### config.mk
export PLATFORM = sky130hd
export DESIGN_NAME = sprite_mover
export DESIGN_NICKNAME = d
export VERILOG_FILES = /design/src/rtl/sprite_mover.sv
export SDC_FILE = /design/constraint.sdc
export NUM_CORES = 1
export LEC_CHECK = 0
export CAP_MARGIN = 20
export CELL_PAD_IN_SITES_DETAIL_PLACEMENT = 0
export CELL_PAD_IN_SITES_GLOBAL_PLACEMENT = 2
export CORE_MARGIN = 2
export CORE_UTILIZATION = 35
export CTS_CLUSTER_SIZE = 24
export DETAILED_ROUTE_END_ITERATION = 10
export HOLD_SLACK_MARGIN = 0.12
export PLACE_DENSITY_LB_ADDON = 0.2
export REMOVE_ABC_BUFFERS = 1
export SYNTH_ARGS = -nofsm -noshare
export SYNTH_HDL_FRONTEND = slang
export SYNTH_SLANG_ARGS = --single-unit
### constraint.sdc
create_clock -name clk -period 9.5 [get_ports clk]
set_input_delay 0.95 -clock clk [delete_from_list [all_inputs] [get_ports clk]]
set_output_delay 0.95 -clock clk [all_outputs]
set_load 0.05 [all_outputs]
### src/rtl/sprite_mover.sv
// sprite_mover: moves a BOX_W x BOX_H box around the 160x120 VGA adapter's
// pixel-write port. On a move request the box is erased at its old position
// in bg_colour, a clamped target is computed, and the box is redrawn there in
// fg_colour. After reset the initial box is drawn at (X_INIT, Y_INIT).
//
// Ports:
//   clk, reset                 clock, synchronous active-high reset
//   go                         move request, only sampled in IDLE
//   move_left/right/up/down    direction bits, latched with go
//   fg_colour, bg_colour       draw / erase colours
//   x, y, colour, plot         pixel-write port to the VGA adapter
//   busy                       high whenever not IDLE (and during reset)
//   done                       one-cycle pulse when a request or the initial draw completes
//   pos_x, pos_y               current top-left corner of the box
//
// Optional feature: define SPRITE_OUTLINE_EN to draw only the box outline.
// Erase always fills the full box and the sweep timing does not change.
module sprite_mover #(
  parameter int BOX_W    = 4,
  parameter int BOX_H    = 4,
  parameter int SCREEN_W = 160,
  parameter int SCREEN_H = 120,
  parameter int STEP     = 1,
  parameter int X_INIT   = 2,
  parameter int Y_INIT   = 114,
  parameter int XW       = 8,
  parameter int YW       = 7
) (
  input  logic          clk,
  input  logic          reset,
  input  logic          go,
  input  logic          move_left,
  input  logic          move_right,
  input  logic          move_up,
  input  logic          move_down,
  input  logic [2:0]    fg_colour,
  input  logic [2:0]    bg_colour,
  output logic [XW-1:0] x,
  output logic [YW-1:0] y,
  output logic [2:0]    colour,
  output logic          plot,
  output logic          busy,
  output logic          done,
  output logic [XW-1:0] pos_x,
  output logic [YW-1:0] pos_y
);

  typedef enum logic [2:0] {S_IDLE, S_CALC, S_ERASE, S_DRAW, S_DONE} state_t;

  // Box dimensions are limited to 16, so 4-bit sweep counters always suffice.
  localparam int CW = 4;

  localparam logic signed [XW:0] STEP_X = (XW+1)'(STEP);
  localparam logic signed [YW:0] STEP_Y = (YW+1)'(STEP);
  localparam logic signed [XW:0] MAX_X  = (XW+1)'(SCREEN_W - BOX_W);
  localparam logic signed [YW:0] MAX_Y  = (YW+1)'(SCREEN_H - BOX_H);
  localparam logic [XW-1:0]      X0     = XW'(X_INIT);
  localparam logic [YW-1:0]      Y0     = YW'(Y_INIT);
  localparam logic [CW-1:0]      CX_MAX = CW'(BOX_W - 1);
  localparam logic [CW-1:0]      CY_MAX = CW'(BOX_H - 1);

  state_t        state;
  logic [CW-1:0] cx, cy;
  logic [3:0]    dir;          // {left, right, up, down}
  logic [XW-1:0] tgt_x, tx;
  logic [YW-1:0] tgt_y, ty;
  logic signed [XW:0] dx, sum_x;
  logic signed [YW:0] dy, sum_y;
  logic          last_px;
  logic          draw_px;

  // Target position: opposing direction bits cancel, result is clamped to the
  // screen with no wrap-around.
  always_comb begin
    dx = '0;
    if (dir[2] && !dir[3])      dx = STEP_X;
    else if (dir[3] && !dir[2]) dx = -STEP_X;
    dy = '0;
    if (dir[0] && !dir[1])      dy = STEP_Y;
    else if (dir[1] && !dir[0]) dy = -STEP_Y;

    sum_x = $signed({1'b0, pos_x}) + dx;
    sum_y = $signed({1'b0, pos_y}) + dy;

    if (sum_x < 0)          tx = '0;
    else if (sum_x > MAX_X) tx = MAX_X[XW-1:0];
    else                    tx = sum_x[XW-1:0];

    if (sum_y < 0)          ty = '0;
    else if (sum_y > MAX_Y) ty = MAX_Y[YW-1:0];
    else                    ty = sum_y[YW-1:0];
  end

  assign last_px = (cx == CX_MAX) && (cy == CY_MAX);

`ifdef SPRITE_OUTLINE_EN
  assign draw_px = (cx == '0) || (cx == CX_MAX) || (cy == '0) || (cy == CY_MAX);
`else
  assign draw_px = 1'b1;
`endif

  always_ff @(posedge clk) begin
    if (reset) begin
      state <= S_DRAW;
      pos_x <= X0;
      pos_y <= Y0;
      tgt_x <= X0;
      tgt_y <= Y0;
      cx    <= '0;
      cy    <= '0;
      dir   <= '0;
    end else begin
      case (state)
        S_IDLE: begin
          if (go) begin
            dir   <= {move_left, move_right, move_up, move_down};
            state <= S_CALC;
          end
        end
        S_CALC: begin
          tgt_x <= tx;
          tgt_y <= ty;
          cx    <= '0;
          cy    <= '0;
          state <= (tx == pos_x && ty == pos_y) ? S_DONE : S_ERASE;
        end
        S_ERASE, S_DRAW: begin
          if (cx == CX_MAX) begin
            cx <= '0;
            cy <= (cy == CY_MAX) ? '0 : cy + 1'b1;
          end else begin
            cx <= cx + 1'b1;
          end
          if (last_px) begin
            if (state == S_ERASE) begin
              // Position only changes once the old box is fully erased.
              pos_x <= tgt_x;
              pos_y <= tgt_y;
              state <= S_DRAW;
            end else begin
              state <= S_DONE;
            end
          end
        end
        S_DONE:  state <= S_IDLE;
        default: state <= S_IDLE;
      endcase
    end
  end

  // Moore decode; reset masks plot/done immediately so a reset during a sweep
  // stops pixel writes even before the state register has been forced.
  assign x      = pos_x + XW'(cx);
  assign y      = pos_y + YW'(cy);
  assign colour = (state == S_ERASE) ? bg_colour : fg_colour;
  assign plot   = !reset && ((state == S_ERASE) || (state == S_DRAW && draw_px));
  assign done   = !reset && (state == S_DONE);
  assign busy   = reset || (state != S_IDLE);

endmodule

==> key figures, run 1 <==
STA
  – Hold Vio Cnt, Final: 0
  – Clk_skew: 11.25 ps
  – Fin crit period: 4044 ps
  – Fmax: 247.3 MHz
  – Final TNS setup: 0 ps
  – Final setup violating endpoints: 0
  – Final Worst Setup Slack: 5456 ps
  – RSZ-0062 raised after global routing: no
  – Slew HR: 0.4441
  – Slew Limit Fails: 0
  – Crit share post-route: 0.4257
  – Worst Max-Slew Pin Slew: 833.9 ps

Synthesis
  – Seq/Total Area, Yosys: 0.2471
  – Post-synth top cells: 52 x nand2_1, 45 x dfxtp_1, 44 x a21oi_1
  – FFs w/ async S/R, synth: 0
  – Unique masters post-synth: 75
  – Most area-hungry cell type in the Yosys netlist: dfxtp_1
  – Post-Synth Simple-Gate Area: 0.2557
  – Most frequent cell after synthesis: nand2_1
  – Fraction of synthesized cell area taken by the top area cell type: 0.2471
  – Area contributors post-synth: dfxtp_1 25%, ha_1 7.5%, a21oi_1 6.0%
  – Mux share of post-synthesis cell area: 0.02368
  – EDFF count, synth: 0
  – Syn_area_per_cell: 7.824 um2
  – Cell area after synthesis: 0.003646 mm2
  – Largest family of logic cells by synthesized area: compound AO/OA/AOI/OAI gates
  – FF+latch count, synth: 45
  – Post-Synth Adder-Cell Area: 0.09197
  – Post-synthesis compound-gate area fraction: 0.2605
  – Cell count after synthesis: 466
  – Syn. warnings: 0
  – Ys flop type: dfxtp_1
  – Post-Synth XOR/XNOR Area: 0.06246

Route
  – Post-route antenna net violation count: 0
  – Number of remaining DRC errors: 0
  – DR WL/cell: 15.60 um
  – First-pass detailed-route iteration total: 4
  – Initial drt markers: 128
  – DR vias: 3433
  – DRT Wirelength: 9846 um
  – Via density: 5.441

Floorplanning
  – Die area: 0.01125 mm2
  – Chip width: 106.1 um
  – IO Pins: 49
  – Starting Density: 0.3564
  – Die H: 106.1 um
  – Row cnt: 37
  – Core area: 0.01023 mm2

Finish
  – Sequential Area: 900.9 um2
  – Area Overhead vs Synth: 17.12%
  – Ratio of cells with drive above 1 in the final layout: 0.06465
  – Ant diodes: 0
  – Fin cells: 631
  – Area of the multi-input gates: 0.002531 mm2
  – Finished Core Util: 0.4174
  – Fillers: 1078
  – Nets: 532

Clock network
  – CTS buffer count: 5
  – Post_cts resized: 0
  – Longest Clk Path Bufs: 2
  – Post-CTS setup buffers: 0
  – TritonCTS Sinks: 45
  – Post-CTS Hold Buffers: 0
  – Clk pin slew, worst setup/hold paths: 100 ps
  – H-tree depth: 2
  – Clk root buf: clkbuf_8
  – Worst-Skew Late Latency: 310 ps
  – CTS tree: yes

Place
  – Placed Cells: 623
  – Final HPWL DP: 7135 um
  – Setup slack at placement: 5592 ps
  – IO buf count: 48
  – Global placement routability congestion: 0.7809

Worst setup path
  – Startpoint type of the worst setup path: flop
  – Critical Path AT: 3090 ps
  – Max stage delay on crit path: 820 ps
  – Crit Path Class: flop to output pin
  – Worst Setup End Kind: output pin
  – Critical Path RT: 8550 ps
  – Critical Path Slowest Stage Cell: clkdlybuf4s50_1
  – CP Cell Sequence: inv_1 -> fa_1 -> nor2b_1 -> o21ai_0 -> nand2b_1 -> nand3_1 -> xnor2_1 -> clkdlybuf4s50_1
  – Crit-path max FO: 17

Power
  – Power, Total: 357.5 uW
  – Peak VDD IR: 52.76 uV
  – Pwr dens: 83.71 mW/mm2
  – Lkg Pwr: 0.001591 uW

Global routing
  – Number of global-route vias before repair: 3343
  – Pin count of the biggest net entering global routing: 48
  – Global route overflow: 0
  – First-pass GRT wire length: 16430 um
  – Initial antenna violation count: 0
  – Gr usage total: 0.1798

Run status
  – Status: completed

Worst hold path
  – Tightest Hold Check Type: flop to flop

Flow run
  – Max cap viols: 0
## worst max-delay path: cells and delay by family, from the launching register on
kind                     cells  cell delay [ps]
flip-flops                   1              720
buffers and inverters        2              960
adder cells (fa/ha/maj)      1              480
XOR/XNOR                     1              190
AO/OA/AOI/OAI                1              100
AND/OR/NAND/NOR              3              340
## where the power goes
group          internal [uW]  switching [uW]
registers                190            2.02
logic                   14.8            20.4
clock network           53.3            77.0
total                    258            99.5
## flip-flops by register name, indices dropped and copies added, names as in the netlist
register / flops
pos_x: 8
tgt_y: 7
cx: 4
tgt_x: 8
pos_y: 7
state: 3
cy: 4
dir: 4
## per-layer routing
layer	share of wire	GRT usage	up-vias	wire, um
met3	0.034	0.02575	7	330
met2	0.48	0.3078	66	4679
met5	0	0	-	0
li1	-	-	1735	-
met1	0.48	0.2385	1625	4755
met4	0.0081	0.04323	0	80
## worst paths after layout
path	endpoint	slack, ps	start	depth (start not counted)
worst max-delay path	x[6]	5460	pos_x[1]	8
worst max register to register	state[2]	5530	dir[2]	14
worst min register to register	pos_x[5]	440	tgt_x[5]	2
worst min-delay path	pos_x[5]	440	tgt_x[5]	2
## final cells by class
cell class / instances / share of cell area
sequential: 45 / 0.2110
inverter: 19 / 0.01670
timing repair buffer: 51 / 0.1178
multi-input combinational: 372 / 0.5927
clock buffer: 5 / 0.01611
tap: 136 / 0.03985
clock inverter: 3 / 0.005860
## through the flow
| stage | hold WS [ps] | area (um2) |
|---|---|---|
| finish | 445.0 | 4270 |
| global route | 476.1 | 4270 |
| CTS | 449.4 | 4270 |
| detailed placement | 443.9 | 4177 |
| global placement | 437.2 | 4177 |
| floorplan | 426.0 | 3503 |
## kinds of logic (layout without fill, tap and decap cells)
family,after synthesis,after routing
and+or+nand+nor,179,179
AOI/OAI and AO/OA,134,134
buffers and inverters,49,78
DFF,45,45
xor gates and xnor gates,26,26
adders and majority gates,25,25
muxes,8,8
## cell usage in the layout (no fill, tap or decap), types with 4 or more instances in the layout
cell	n
nand2_1	52
clkdlybuf4s50_1	48
dfxtp_1	45
a21oi_1	44
nor2_1	40
ha_1	22
inv_1	19
xnor2_1	18
o21ai_0	17
nand3_1	14
nor2b_1	12
xor2_1	8
nor3_1	8
nand3b_1	7
nand2b_1	6
or3_1	6
a211oi_1	6
a21o_1	5
mux2_2	5
nor3b_1	5
o22ai_1	5
a31oi_1	5
a22oi_1	5
clkbuf_8	5
a221o_1	4
Power figures use the tool's default switching activity.
==> run 2, diff against run 1 <==
--- a/config.mk
+++ b/config.mk
@@ -9,7 +9,7 @@
 export CELL_PAD_IN_SITES_DETAIL_PLACEMENT = 0
 export CELL_PAD_IN_SITES_GLOBAL_PLACEMENT = 2
 export CORE_MARGIN = 2
-export CORE_UTILIZATION = 35
+export CORE_UTILIZATION = 29
 export CTS_CLUSTER_SIZE = 24
 export DETAILED_ROUTE_END_ITERATION = 10
 export HOLD_SLACK_MARGIN = 0.12
==> constraint.sdc (replaced) <==
create_clock -name clk -period 3.3 [get_ports clk]
set_input_delay 0.33 -clock clk [delete_from_list [all_inputs] [get_ports clk]]
set_output_delay 0.33 -clock clk [all_outputs]
set_load 0.05 [all_outputs]
==> key figures, run 2 (same netlist as run 1, synthesis figures left out) <==
Finish
  – Top Registers: pos_x x8, tgt_x x8
  – Fin area: 0.005026 mm2 (+18%)
  – Most frequent cells in the layout: 60 x buf_4, 51 x nand2_1, 42 x a21oi_1, 42 x dfxtp_1
  – Finished Core Util: 0.4133 (-0.004118)
  – Fillers: 1266 (+17%)
  – Fin cells: 717 (+14%)
  – Most common cell after layout, fill and taps aside: buf_4
  – Nets: 587 (+10%)
  – Area Overhead vs Synth: 37.85%
  – Ant diodes: 0 (unchanged)
  – Ratio of cells with drive above 1 in the final layout: 0.2332 (+0.1685)

Worst setup path
  – CP delay by family, top: simple AND/OR/NAND/NOR gates
  – Worst r2r path cells: 17 (+3)
  – Reg-to-reg startpoint: dir[2]
  – Worst Path Buf+Inv: 4 (+2)
  – Critical Path Slowest Stage Cell: or4_4
  – Startpoint type of the worst setup path: flop
  – Max stage delay on crit path: 490 ps (-330 ps)
  – Worst Setup End Kind: flop
  – Critical Path AT: 3430 ps (+340 ps)
  – Critical Path Most Common Cell: ha_4
  – Reg2reg end: state[2]
  – Crit Path Class: flop to flop
  – Crit-path max FO: 6 (-11)
  – Reg2Reg Setup Slack: 50 ps (-5480 ps)
  – CP Cell Sequence: inv_2 -> ha_4 -> inv_2 -> ha_4 -> ha_4 -> or3_1 -> a21oi_1 -> buf_4 -> or4_4 -> and3_4 -> xor2_4 -> a211o_1 -> buf_4 -> o22a_1 -> nand4_2 -> o41ai_2 -> and3_1
  – Critical Path RT: 3490 ps (-5060 ps)

STA
  – Final Worst Setup Slack: 54.45 ps (-5401 ps)
  – Fmax: 308.1 MHz
  – Worst Max-Slew Pin Slew: 708.0 ps (-125.9 ps)
  – Clk_skew: 5.755 ps (-5.493 ps)
  – Slew HR: 0.5270 (+0.08289)
  – Final setup violating endpoints: 0 (unchanged)
  – Crit share post-route: 0.9835
  – Fin crit period: 3246 ps
  – Hold Vio Cnt, Final: 0 (unchanged)
  – RSZ-0062 raised after global routing: yes
  – Slew Limit Fails: 0 (unchanged)

Worst hold path
  – Hold path cells: 2 (unchanged)
  – Tightest Hold Check Type: flop to flop
  – Hold-critical path endpoint: tgt_x[5]
  – Hold Startpoint: tgt_x[5]

Power
  – Peak VDD IR: 168.6 uV (+220%)
  – Pwr dens: 232.3 mW/mm2 (+180%)
  – Power, Total: 1168 uW (+230%)
  – Lkg Pwr: 0.001993 uW (+25%)

Place
  – Global placement routability congestion: 0.7912 (+1.3%)
  – Setup slack at placement: -132.2 ps (-5724 ps)
  – IO buf count: 48 (unchanged)
  – Placed Cells: 702 (+13%)
  – Post-DP Area: 0.004567 mm2 (+9.3%)
  – Final HPWL DP: 7978 um (+12%)

Floorplanning
  – IO Pins: 49 (unchanged)
  – Die H: 116.1 um (+9.5%)
  – Row cnt: 40 (+8.1%)
  – Starting Density: 0.2998 (-0.05657)
  – Core area: 0.01216 mm2 (+19%)
  – Die area: 0.01349 mm2 (+20%)
  – Chip width: 116.1 um (+9.5%)

Global routing
  – Pin count of the biggest net entering global routing: 37 (-23%)
  – Global route overflow: 0 (unchanged)
  – Gr usage total: 0.1708 (-0.009030)
  – Initial antenna violation count: 0 (unchanged)
  – Number of global-route vias before repair: 3690 (+10%)
  – First-pass GRT wire length: 18440 um (+12%)

Route
  – Initial drt markers: 182 (+42%)
  – First-pass detailed-route iteration total: 4 (unchanged)
  – Via density: 5.086 (-6.5%)
  – DR WL/cell: 15.36 um (-1.5%)
  – DR vias: 3647 (+6.2%)
  – DRT Wirelength: 11020 um (+12%)
  – Post-route antenna net violation count: 0 (unchanged)
  – Number of remaining DRC errors: 0 (unchanged)

Clock network
  – Longest Clk Path Bufs: 2 (unchanged)
  – CTS buffer count: 5 (unchanged)
  – H-tree depth: 2 (unchanged)
  – CTS tree: yes
  – Post-CTS Hold Buffers: 0 (unchanged)
  – TritonCTS Sinks: 45 (unchanged)
  – Worst-Skew Late Latency: 290 ps (-20 ps)
  – Clk pin slew, worst setup/hold paths: 70 ps (-30 ps)
  – Clk root buf: clkbuf_16

Run status
  – Status: completed

Flow run
  – Max cap viols: 0 (unchanged)
==> run 2: worst max-delay path by stage <==
stage                     startpoint       end  cells after the start
after floorplan               dir[2]  state[2]                     14
after global placement        dir[0]  state[2]                     16
after detailed placement      dir[0]  state[2]                     16
after CTS                     dir[2]  state[2]                     14
after global routing          dir[0]  state[1]                     17
final                         dir[2]  state[2]                     17
==> run 2: area by class of cell <==
type / count / area, um2 / area share
clock inverter: 1 / 7.507 / 0.001494
tap: 168 / 210.2 / 0.04182
sequential: 45 / 904.6 / 0.1800
timing repair buffer: 106 / 929.6 / 0.1850
multi-input combinational: 372 / 2764 / 0.5499
inverter: 19 / 71.32 / 0.01419
clock buffer: 6 / 138.9 / 0.02763
==> run 2: worst register-to-register path, stage by stage (launching register included) <==
cell,delay (ps)
dfxtp_1,310
inv_2,100
ha_4,210
inv_2,60
ha_4,140
ha_4,130
or3_1,90
a21oi_1,60
buf_4,170
or4_4,490
and3_4,190
xor2_4,160
a211o_1,320
buf_4,160
o22a_1,200
nand4_2,120
o41ai_2,70
and3_1,170
==> run 2: repair_timing <==
| action | 4_1_cts | 5_1_grt |
|---|---|---|
| setup buffers | 6 | 2 |
| hold endpoints to repair | 0 | 0 |
| pin swaps | 17 | 8 |
| endpoints found under the setup margin | 2 | 4 |
| resized for setup | 31 | 19 |
==> run 2: through the flow <==
step / TNS (ps) / hold WS (ps)
final: 0 / 448.2
after global routing: -98.18 / 473.8
after CTS: 0 / 451.8
after detailed placement: -188.2 / 443.2
after global placement: -16.38 / 438.6
after floorplan: -257.0 / 399.1
==> run 2: power by group <==
group / internal [uW] / switching [uW]
registers: 547 / 5.98
logic: 43.5 / 59.2
clock network: 297 / 215
total: 888 / 280
==> run 2: layer usage <==
metal,global-route usage,part of all wire,routed length [um]
met1,0.2299,0.49,5386
met2,0.2908,0.47,5216
met3,0.01868,0.022,239
met4,0.04762,0.016,173
met5,0,0,0
